### src/rtl/mem_arbiter.sv
// mem_arbiter: two-port round-robin arbiter in front of a single-ported word
// memory. Each accepted command occupies the memory for exactly one cycle,
// driven from a command register. Read data is registered back to the port
// that issued the command.
//
// Handshake: a port holds pX_req with a stable command until it sees pX_gnt.
// The arbiter samples req at every rising edge. A winning port gets a single
// pX_gnt pulse in the following cycle, and the memory command runs in that
// same cycle. If req is still high at the next edge, that is a new command.
// Reads return pX_rvalid for one cycle, one cycle after gnt. Writes return no
// response.
module mem_arbiter #(
  parameter int DataWidth = 32,
  parameter int AddrWidth = 32
) (
  input  logic                 clk,
  input  logic                 rst_n,
  input  logic                 p0_req,
  input  logic                 p0_we,
  input  logic [AddrWidth-1:0] p0_addr,
  input  logic [DataWidth-1:0] p0_wdata,
  output logic                 p0_gnt,
  output logic                 p0_rvalid,
  output logic [DataWidth-1:0] p0_rdata,
  input  logic                 p1_req,
  input  logic                 p1_we,
  input  logic [AddrWidth-1:0] p1_addr,
  input  logic [DataWidth-1:0] p1_wdata,
  output logic                 p1_gnt,
  output logic                 p1_rvalid,
  output logic [DataWidth-1:0] p1_rdata,
  output logic                 mem_read,
  output logic                 mem_write,
  output logic [AddrWidth-1:0] mem_addr,
  output logic [DataWidth-1:0] mem_wdata,
  input  logic [DataWidth-1:0] mem_rdata
);

  // Command register: the command that owns the memory this cycle.
  logic                 cmd_valid_q, cmd_valid_d;
  logic                 cmd_port_q,  cmd_port_d;
  logic                 cmd_we_q,    cmd_we_d;
  logic [AddrWidth-1:0] cmd_addr_q,  cmd_addr_d;
  logic [DataWidth-1:0] cmd_wdata_q, cmd_wdata_d;

  // Round-robin pointer: the most recent winner. It resets to 1, so port 0
  // wins the first contention.
  logic                 last_q, last_d;

  // Registered grant and response outputs.
  logic                 p0_gnt_q, p0_gnt_d;
  logic                 p1_gnt_q, p1_gnt_d;
  logic                 p0_rvalid_q, p0_rvalid_d;
  logic                 p1_rvalid_q, p1_rvalid_d;
  logic [DataWidth-1:0] p0_rdata_q, p0_rdata_d;
  logic [DataWidth-1:0] p1_rdata_q, p1_rdata_d;

  logic win0, win1, rd_fire;

  // Arbitration: a lone requester wins; on contention the port that did not
  // win last time wins.
  always_comb begin
    win0 = p0_req & (~p1_req | last_q);
    win1 = p1_req & (~p0_req | ~last_q);
  end

  // Next-state logic for the command register, the grants and the responses.
  always_comb begin
    cmd_valid_d = win0 | win1;
    cmd_port_d  = cmd_port_q;
    cmd_we_d    = cmd_we_q;
    cmd_addr_d  = cmd_addr_q;
    cmd_wdata_d = cmd_wdata_q;
    last_d      = last_q;
    if (win0) begin
      cmd_port_d  = 1'b0;
      cmd_we_d    = p0_we;
      cmd_addr_d  = p0_addr;
      cmd_wdata_d = p0_wdata;
      last_d      = 1'b0;
    end else if (win1) begin
      cmd_port_d  = 1'b1;
      cmd_we_d    = p1_we;
      cmd_addr_d  = p1_addr;
      cmd_wdata_d = p1_wdata;
      last_d      = 1'b1;
    end
    p0_gnt_d = win0;
    p1_gnt_d = win1;

    // A read in its command cycle returns memory data to the port that issued it.
    rd_fire     = cmd_valid_q & ~cmd_we_q;
    p0_rvalid_d = rd_fire & ~cmd_port_q;
    p1_rvalid_d = rd_fire &  cmd_port_q;
    p0_rdata_d  = p0_rvalid_d ? mem_rdata : p0_rdata_q;
    p1_rdata_d  = p1_rvalid_d ? mem_rdata : p1_rdata_q;
  end

  // State registers. Reset clears cmd_valid at once, so a write in flight
  // is dropped before it can commit.
  always_ff @(posedge clk or negedge rst_n) begin
    if (!rst_n) begin
      cmd_valid_q <= 1'b0;
      cmd_port_q  <= 1'b0;
      cmd_we_q    <= 1'b0;
      cmd_addr_q  <= '0;
      cmd_wdata_q <= '0;
      last_q      <= 1'b1;
      p0_gnt_q    <= 1'b0;
      p1_gnt_q    <= 1'b0;
      p0_rvalid_q <= 1'b0;
      p1_rvalid_q <= 1'b0;
      p0_rdata_q  <= '0;
      p1_rdata_q  <= '0;
    end else begin
      cmd_valid_q <= cmd_valid_d;
      cmd_port_q  <= cmd_port_d;
      cmd_we_q    <= cmd_we_d;
      cmd_addr_q  <= cmd_addr_d;
      cmd_wdata_q <= cmd_wdata_d;
      last_q      <= last_d;
      p0_gnt_q    <= p0_gnt_d;
      p1_gnt_q    <= p1_gnt_d;
      p0_rvalid_q <= p0_rvalid_d;
      p1_rvalid_q <= p1_rvalid_d;
      p0_rdata_q  <= p0_rdata_d;
      p1_rdata_q  <= p1_rdata_d;
    end
  end

  assign mem_read  = cmd_valid_q & ~cmd_we_q;
  assign mem_write = cmd_valid_q &  cmd_we_q;
  assign mem_addr  = cmd_addr_q;
  assign mem_wdata = cmd_wdata_q;

  assign p0_gnt    = p0_gnt_q;
  assign p1_gnt    = p1_gnt_q;
  assign p0_rvalid = p0_rvalid_q;
  assign p1_rvalid = p1_rvalid_q;
  assign p0_rdata  = p0_rdata_q;
  assign p1_rdata  = p1_rdata_q;

endmodule

### config.mk
export PLATFORM = sky130hd
export DESIGN_NAME = mem_arbiter
export DESIGN_NICKNAME = d
export VERILOG_FILES = /design/src/rtl/mem_arbiter.sv
export SDC_FILE = /design/constraint.sdc
export NUM_CORES = 1
export LEC_CHECK = 0
export BUFFER_PORTS_ARGS = -buffer_cell sky130_fd_sc_hd__buf_2
export CAP_MARGIN = 20
export CORE_MARGIN = 5
export CORE_UTILIZATION = 40
export DETAILED_ROUTE_END_ITERATION = 7
export PLACE_DENSITY = 0.83
export SYNTH_ARGS = -nofsm -noshare
export SYNTH_HDL_FRONTEND = slang
export SYNTH_SLANG_ARGS = --single-unit
### constraint.sdc
create_clock -name clk -period 1.4 [get_ports clk]
set_input_delay 0.07 -clock clk [delete_from_list [all_inputs] [get_ports clk]]
set_output_delay 0.07 -clock clk [all_outputs]
set_load 0.03 [all_outputs]
# Word-level counts from Yosys, hierarchy flattened
# Index checks and enable logic that the tools add are counted.
totals:
  wordCells: 35
  input_bits: 166
  reg_bits: 136
  out_inout_bits: 134
classes:
  n_reduce_logical: 1
  muxes: 8
  bitwise: 14
op_table:
  columns: ["cell", "n"]
  rows:
  - ["32-bit 2-to-1 mux", 4]
  - ["1-bit AND", 6]
  - ["1-bit NOT", 5]
  - ["1-bit 2-to-1 mux", 4]
  - ["1-bit bitwise OR", 3]
  - ["2-bit nonzero test", 1]

# Longest topological paths before layout
# Gate-level depths: netlist (run 1).
depth:
  depth_word: 5
  ltp_mapped: 6
  depth_no_buf: 3

# Worst setup path after synthesis (run 1)
# Ideal clock, no wire load.
synth_path:
  path_type: "register to register"
  from: "register cmd_we_q"
  to: "register p0_rdata_q[10], in the netlist p0_rdata[10]"
  setup_ns: 0.125
  arrival_time_ns: 1.394
  setup_slack_ns: -0.119
  path_buffers: 2
  stages_incl_launch_ff: 6
  required_ns: 1.275
  synth_period_minus_slack_ns: 1.519
  path_cell_list: "dfrtp_1 nor2b_4 nor2b_4 buf_6 buf_12 mux2_4"
synth_via:
  elab_chain_len: 3
synth_rtl:
  columns: ["item", "line", "source"]
  rows:
  - ["start: declaration", "42", "logic cmd_we_q, cmd_we_d;"]
  - ["start signal: assignment", "118", "cmd_we_q <= cmd_we_d;"]
  - ["1-bit NOT", null, null]
  - ["1-bit AND", null, null]
  - ["named net mem_read", "32", "output logic mem_read,"]
  - ["1-bit AND", "93", "p0_rvalid_d = rd_fire & ~cmd_port_q;"]
  - ["end signal: assignment", "126", "p0_rdata_q <= p0_rdata_d;"]
  - ["end: declaration", "55", "logic [DataWidth-1:0] p0_rdata_q, p0_rdata_d;"]
# The timed path passes the listed nets, and every way through them passes these cells.
# A chain may end at the register's enable or synchronous reset.

# Worst setup path in the final report (run 1)
layout_path:
  from: "register cmd_we_q"
  to: "register p0_rdata_q[15], in the netlist p0_rdata[15]"
layout_via:
  elab_chain_len: 3
layout_rtl:
  columns: ["item", "line", "source"]
  rows:
  - ["1-bit NOT", "92", "rd_fire = cmd_valid_q & ~cmd_we_q;"]
  - ["1-bit AND", "92", null]
  - ["1-bit AND", "93", null]
# No other way between the ends.

==> results of run 1 <==
## final cells by class
class / instances / area share, %
Timing Repair Buffer: 488 / 33.6
Clock inverter: 13 / 2.03
Clock buffer: 19 / 4.16
Inverter: 3 / 0.106
Multi-Input combinational cell: 334 / 25.6
Sequential cell: 136 / 31.9
Antenna cell: 2 / 0.0470
Tap cell: 216 / 2.54
## kinds of logic (layout without fill, tap and decap cells)
family          Yosys count  count (layout)  share of synthesized area, %
compound gates          133             133                          11.7
buf+inv                  54             523                          4.90
flops                   136             136                          53.1
mux                     129             129                          23.1
other cells               0               2                             0
simple gates             72              72                          7.24
## state kept, by name (all words and copies together), names as in the netlist
| register | cells |
|---|---|
| p0_rdata | 32 |
| p1_gnt | 1 |
| cmd_we_q | 1 |
| p0_gnt | 1 |
| mem_addr | 32 |
| p1_rdata | 32 |
| cmd_port_q | 1 |
| cmd_valid_q | 1 |
| last_q | 1 |
| p0_rvalid | 1 |
| p1_rvalid | 1 |
| mem_wdata | 32 |
## worst max-delay path, stage by stage, from the launching register on
cell and delay (ns):
dfrtp_1 0.40, nor2b_4 0.15, nor2b_4 0.17, buf_12 0.14, clkbuf_16 0.16, mux2_4 0.31
## placed cells by master, fill, tap and decap left out, drive strengths merged, types with 2 or more instances in the layout
cell type and count:
a31oi 65, and2 2, and3 65, buf 324, bufinv 5, clkbuf 22
clkinv 5, dfrtp 135, diode 2, dlygate4sd3 161, inv 6, mux2 64
mux2i 65, nand2 2, nor2b 2, o21ai 65
## how the worst min path moves through the flow
stage	from	endpoint	slack, ns
after CTS	mem_rdata[31]	p0_rdata[31]	-0.1
after global placement	rst_n	p0_rdata[21]	0.006
after detailed placement	rst_n	p0_rdata[21]	0.009
after floorplan	rst_n	cmd_port_q	-0.23
after global routing	p0_wdata[3]	mem_wdata[3]	0.04
final	p0_wdata[31]	mem_wdata[31]	0.02
## power by group
part | internal, mW | leakage [nW] | total, mW | switching (mW)
logic | 2.22 | 3.42 | 5.51 | 3.28
registers | 4.80 | 1.60 | 5.37 | 0.565
clock network | 3.24 | 0.323 | 5.04 | 1.80
## repair_timing
| item | in CTS | in global routing |
|---|---|---|
| hold buffers | 160 | 1 |
| cloned | 0 | 4 |
| resized for setup | 3 | 14 |
| setup endpoints to repair | 4 | 37 |
| setup buffers | 0 | 1 |
| hold endpoints to repair | 265 | 2 |
## stage by stage
step	util, %	worst slack, ns	hold WS (ns)	cells
4_1_cts	66.3	-0.0132	-0.0962	1203
3_3_place_gp	51.9	-0.000367	0.00580	1011
2_1_floorplan	-	-0.119	-0.226	524
5_1_grt	67.3	-0.0739	0.0353	1209
6_report	67.3	-0.0341	0.0246	1211
3_5_place_dp	51.9	-0.0137	0.00880	1011
## per-layer routing
| layer | up-vias | share of wire, % | global-route usage [%] | wire length (um) |
|---|---|---|---|---|
| li1 | 2862 | - | - | - |
| met1 | 3164 | 38 | 30.3 | 9370 |
| met2 | 416 | 49 | 41.5 | 12000 |
| met3 | 81 | 8.7 | 6.73 | 2130 |
| met4 | 0 | 3.8 | 13.4 | 925 |
| met5 | - | 0 | 0 | 0 |
==> metrics.md, run 1 <==
| Metric | Value |
|---|---|
| Run status | finished, violations left |
| Failing checks | negative setup slack |
| Clk slew on worst S/H paths | about 0.06 ns |
| Top cells by area, synth | dfrtp_1 (53%), mux2i_1 (10%), mux2_4 (6.8%) |
| Setup TNS | -0.399 ns |
| Mapped Area | 6410 um^2 |
| Initial drt markers | between 300 and 400 |
| CTS HTree Levels | 4 |
| Tot GR Track Use | between 20% and 30% |
| Core area | around 16000 um^2 |
| Worst r2r src | cmd_we_q |
| Grt total ovfl | 0 |
| DRC viols | 0 |
| Via count | ~6.5k |
| Port bufs | around 300 |
| Synthesized flop and latch total | 136 |
| FP Rows | 46 |
| Top cell type's share of synthesized area | between 50% and 60% |
| Die Area | approximately 19000 um^2 |
| Routed wire per std cell | roughly 20 um |
| CTS sink cnt | 136 |
| Type of origin of the critical path | flop |
| Top-count cell post-synth | dfrtp_1 |
| Pwr Density | between 1000 and 1500 nW/um^2 |
| Ys flop type | dfrtp_1 |
| Maxcap violations | 0 |
| Max VDD drop | roughly 850 uV |
| Max frequency | around 0.7 GHz |
| Syn-to-layout area delta | 66.1% |
| Syn Area/Cell | 12.2 um^2 |
| Inserted Clock Buffers | 17 |
| Worst setup EP type | flop |
| Final layout net count | roughly 1.1k |
| Pleak | ~5.3 nW |
| Number of global-route vias before repair | slightly below 7k |
| RSZ-0062 raised after global routing | yes |
| Period Utilization, post-route | 102% |
| Setup violations, final | 30 |
| Clk root buf | clkbuf_16 |
| Syn. warnings | 0 |
| WS Path Type | reg -> reg |
| Post-DP Area | around 8000 um^2 |
| Initial antenna violation count | 0 |
| Max transition margin | approximately 72% |
| Synth area leader | dfrtp_1 |
| Starting density of the core | 40.5% |
| Post-Route WL | between 20000 and 25000 um |
| Synth cell count leaders | dfrtp_1 (135), a31oi_1 (65), and3_1 (65), mux2i_1 (65), o21ai_0 (59) |
| Worst slew pin tran | 0.415 ns |
| Depth of the most critical reg-to-reg path | 5 |
| Area of the multi-input gates | roughly 2700 um^2 |
| Clock Tree Buf Depth | 2 |
| DR pass1 iterations | 4 |
| CTS tree | yes |
| Largest net degree at the start of global routing | between 60 and 70 |
| HP Class | in -> reg |
| Clock latency on the worst-skew pair | a little over 0.4 ns |
| Hold Vio Cnt, Final | 0 |
| Cell count after synthesis | approximately 520 |
| FILL cells | ~1k |
| Antenna viol nets, final | 0 |
| Seq/Total Area, Yosys | a little over half |
| RR Endpoint | p0_rdata[15] |
| I/O pin total | 300 |
| Post-DP HPWL | 13400 um |
| Worst Hold Path Cells | 3 |
| Die height | between 100 and 150 um |
| Synth cell types | 24 |
| Beginning of the critical path | cmd_we_q |
| Post-Layout Inst Area | about 11000 um^2 |
| First-pass GRT wire length | 36600 um |
| Worst Slack Setup Final | -0.0341 ns |
| Chip width | ~140 um |
| Worst-path maximum fanout | 6 |
| Tot Pwr | around 16 mW |
| Worst Path Arrival | between 1.5 and 2 ns |
| Number of flops mapped to enable cells by yosys | 0 |
| Synth Net Count | 690 |
| Worst Setup EP | p0_rdata[15] |
| Share of layout cells above drive strength 1 | 43.5% |
| Post-layout min period | 1.43 ns |
| Slew Limit Fails | 0 |
| Routability Congestion | around 0.80 |
| Post-Route Skew | 0.00728 ns |
| CP Data Required Time | approximately 1.7 ns |
| FF+latch area | around 3400 um^2 |
| Vias per inst | 5.39 |
| Worst R2R Setup Slack | -0.03 ns |
| Async set-or-reset flop fraction in the synthesized netlist | 100% |
No activity file was read; power rests on OpenSTA's default activity.
==> inputs of run 2 (changes only) <==
- CTS_BUF_LIST: unset -> sky130_fd_sc_hd__clkbuf_16
==> run 2 against run 1 <==
  * Clock skew rose by 0.00060 ns
  * Setup slack worse by 0.030 ns
  * Largest power group unchanged
  * Non-clock buffer count fell by 2
  * Final cell count barely moved
  * Combinational power hardly changed
  * Via count up 0.48%
  * Sequential power is essentially flat
  * The run still ends with negative setup slack left
==> metrics.md, run 2 (synthesis gave the netlist of run 1 again) <==
| Metric | Value |
|---|---|
| Maxcap violations | 0 (unchanged) |
| Routability Congestion | 0.796 (unchanged) |
| Syn-to-layout area delta | 65.3% (was 66.1%) |
| Die height | 137 um (unchanged) |
| Post-layout min period | 1.46 ns (was 1.43 ns) |
| Grt met1 use | 29.9% (was 30.3%) |
| CTS HTree Levels | 4 (unchanged) |
| Pleak | 5.32 nW (was 5.34 nW) |
| Slowest CP cell | dfrtp_1 (unchanged) |
| Antenna viol nets, final | 0 (unchanged) |
| Final layout net count | 1144 (was 1146) |
| Worst Slack Setup Final | -0.0637 ns (was -0.0341 ns) |
| Type of origin of the critical path | flop (unchanged) |
| Slew Limit Fails | 0 (unchanged) |
| Max frequency | 0.683 GHz (was 0.697 GHz) |
| Via count | 6554 (was 6523) |
| Chip width | 137 um (unchanged) |
| Clock latency on the worst-skew pair | 0.42 ns (was 0.41 ns) |
| Period Utilization, post-route | 105% (was 102%) |
| DRC viols | 0 (unchanged) |
| Failing checks | negative setup slack (unchanged) |
| Grt met2 use | 41.4% (was 41.5%) |
| Inserted Clock Buffers | 17 (unchanged) |
| Pwr Density | 1490 nW/um^2 (about the same) |
| Commonest non-fill, non-tap cell in the layout | buf_2 (unchanged) |
| Worst hold slack | 0.00881 ns (was 0.0246 ns) |
| RSZ-0062 raised after global routing | yes (unchanged) |
| Global Route met3 Usage | 6.65% (was 6.73%) |
| First-pass GRT wire length | 36300 um (was 36600 um) |
| CTS sink cnt | 136 (unchanged) |
| FP Rows | 46 (unchanged) |
| Post-DP HPWL | 13400 um (unchanged) |
| Clock Tree Buf Depth | 2 (unchanged) |
| Port bufs | 299 (unchanged) |
| Run status | finished, violations left (unchanged) |
| Die Area | 18700 um^2 (unchanged) |
| Worst-path maximum fanout | 9 (was 6) |
| Largest net degree at the start of global routing | 68 (unchanged) |
| Clk slew on worst S/H paths | 0.06 ns (about the same) |
| Max transition margin | 72.7% (was 72.3%) |
| Post-Route Skew | 0.00787 ns (was 0.00728 ns) |
| Grt peak-use layer | met2 (unchanged) |
| Worst Path Arrival | 1.76 ns (was 1.73 ns) |
| Largest delay share family, worst path | flip-flops (unchanged) |
| Commonest non-fill, non-tap cells in the layout | buf_2 (295), dlygate4sd3_1 (158), dfrtp_1 (135) (was buf_2 (295), dlygate4sd3_1 (161), dfrtp_1 (135)) |
| Initial antenna violation count | 1 (was 0) |
| Most frequent CP cell | nor2b_4 (unchanged) |
| Clk root buf | clkbuf_16 (unchanged) |
| Vias per inst | 5.41 (was 5.39) |
| Initial drt markers | 401 (was 349) |
| Routed wire per std cell | 20.0 um (was 20.1 um) |
| Core area | 15800 um^2 (unchanged) |
| Worst setup EP type | flop (unchanged) |
| I/O pin total | 300 (unchanged) |
| Cells along the critical path | nor2b_4 > nor2b_4 > buf_4 > buf_12 > mux2_4 (was nor2b_4 > nor2b_4 > buf_12 > clkbuf_16 > mux2_4) |
| CTS tree | yes (unchanged) |
| Starting density of the core | 40.5% (unchanged) |
| CP Data Required Time | 1.69 ns (was 1.70 ns) |
| Tot GR Track Use | 25.1% (was 25.3%) |
| Worst slew pin tran | 0.409 ns (was 0.415 ns) |
| Tot Pwr | 15.8 mW (was 15.9 mW) |
| Final Util | 67.0% (was 67.3%) |
| Setup violations, final | 32 (was 30) |
| HP Class | in -> reg (unchanged) |
| Grt total ovfl | 0 (unchanged) |
| Worst path bufs/invs | 2 (unchanged) |
| Max VDD drop | 849 uV (was 851 uV) |
| DR pass1 iterations | 5 (was 4) |
| Post-DP Area | 8220 um^2 (unchanged) |
| WS Path Type | reg -> reg (unchanged) |
| Hold Vio Cnt, Final | 0 (unchanged) |
| Setup TNS | -1.42 ns (was -0.399 ns) |
| Post-Route WL | 24200 um (was 24400 um) |
| Number of global-route vias before repair | 6753 (was 6792) |
| Crit path largest cell delay | 0.41 ns (was 0.40 ns) |
| Share of layout cells above drive strength 1 | 43.4% (was 43.5%) |
| Post-Layout Inst Area | 10600 um^2 (was 10700 um^2) |
==> run 2: changes by cell type in the layout (fill, tap and decap cells not counted), sizes merged <==
cell and change:
clkinv +1, buf +1, inv +1, diode +3, clkbuf -2, dlygate4sd3 -3
==> run 2: layer usage <==
metal  vias up  wire, um  share of wire [%]
met4         0      1010                4.2
met1      3165      9220                 38
met3        87      2130                8.8
met2       433     11900                 49
met5         -         0                  0
li1       2869         -                  -
==> run 2: area by class of cell <==
type,count,area [um^2]
repair buffers,486,3550
diodes,5,12.5
flip-flops and latches,136,3400
inverters,3,11.3
clock buffers,17,425
multi-input cells,334,2710
clock inverters,15,224
well taps,216,270
fillers,1022,5220
==> run 2: stage by stage <==
| stage | worst slack (ns) | std cells |
|---|---|---|
| finish | -0.0637 | 1212 |
| global route | -0.0940 | 1208 |
| CTS | -0.0131 | 1201 |
| detailed placement | -0.0137 | 1011 |
| global placement | -0.000367 | 1011 |
| floorplan | -0.119 | 524 |
==> run 2: final timing paths <==
kind                              start      endpoint  slack, ns  cells past startpoint
hold / removal               p0_addr[5]   mem_addr[5]      0.009                      3
setup / recovery               cmd_we_q  p0_rdata[16]      -0.06                      5
min in group asynchronous         rst_n  p0_rdata[12]       0.15                      2
max in group asynchronous         rst_n        last_q       0.68                      3
setup reg to reg               cmd_we_q  p0_rdata[16]      -0.06                      5
hold reg to reg            p1_rdata[28]  p1_rdata[28]       0.50                      1
==> run 2: power breakdown <==
part           switching (mW)  internal [mW]  leakage, nW
Sequential              0.569           4.81         1.60
Combinational            3.29           2.20         3.40
Clock                    1.77           3.17        0.321
==> run 2: timing repair <==
item | CTS | global route
gates resized for setup | 1 | 12
buffers inserted | 0 | 2
setup endpoints to repair | 4 | 37
pin swaps | 0 | 0
hold buffers | 158 | 0
endpoints found under the hold margin | 265 | 0
cloned | 0 | 4
==> run 2: worst register-to-register path, stage by stage, from the launching register on <==
cell,delay (ns)
dfrtp_1,0.41
nor2b_4,0.16
nor2b_4,0.18
buf_4,0.15
buf_12,0.14
mux2_4,0.31
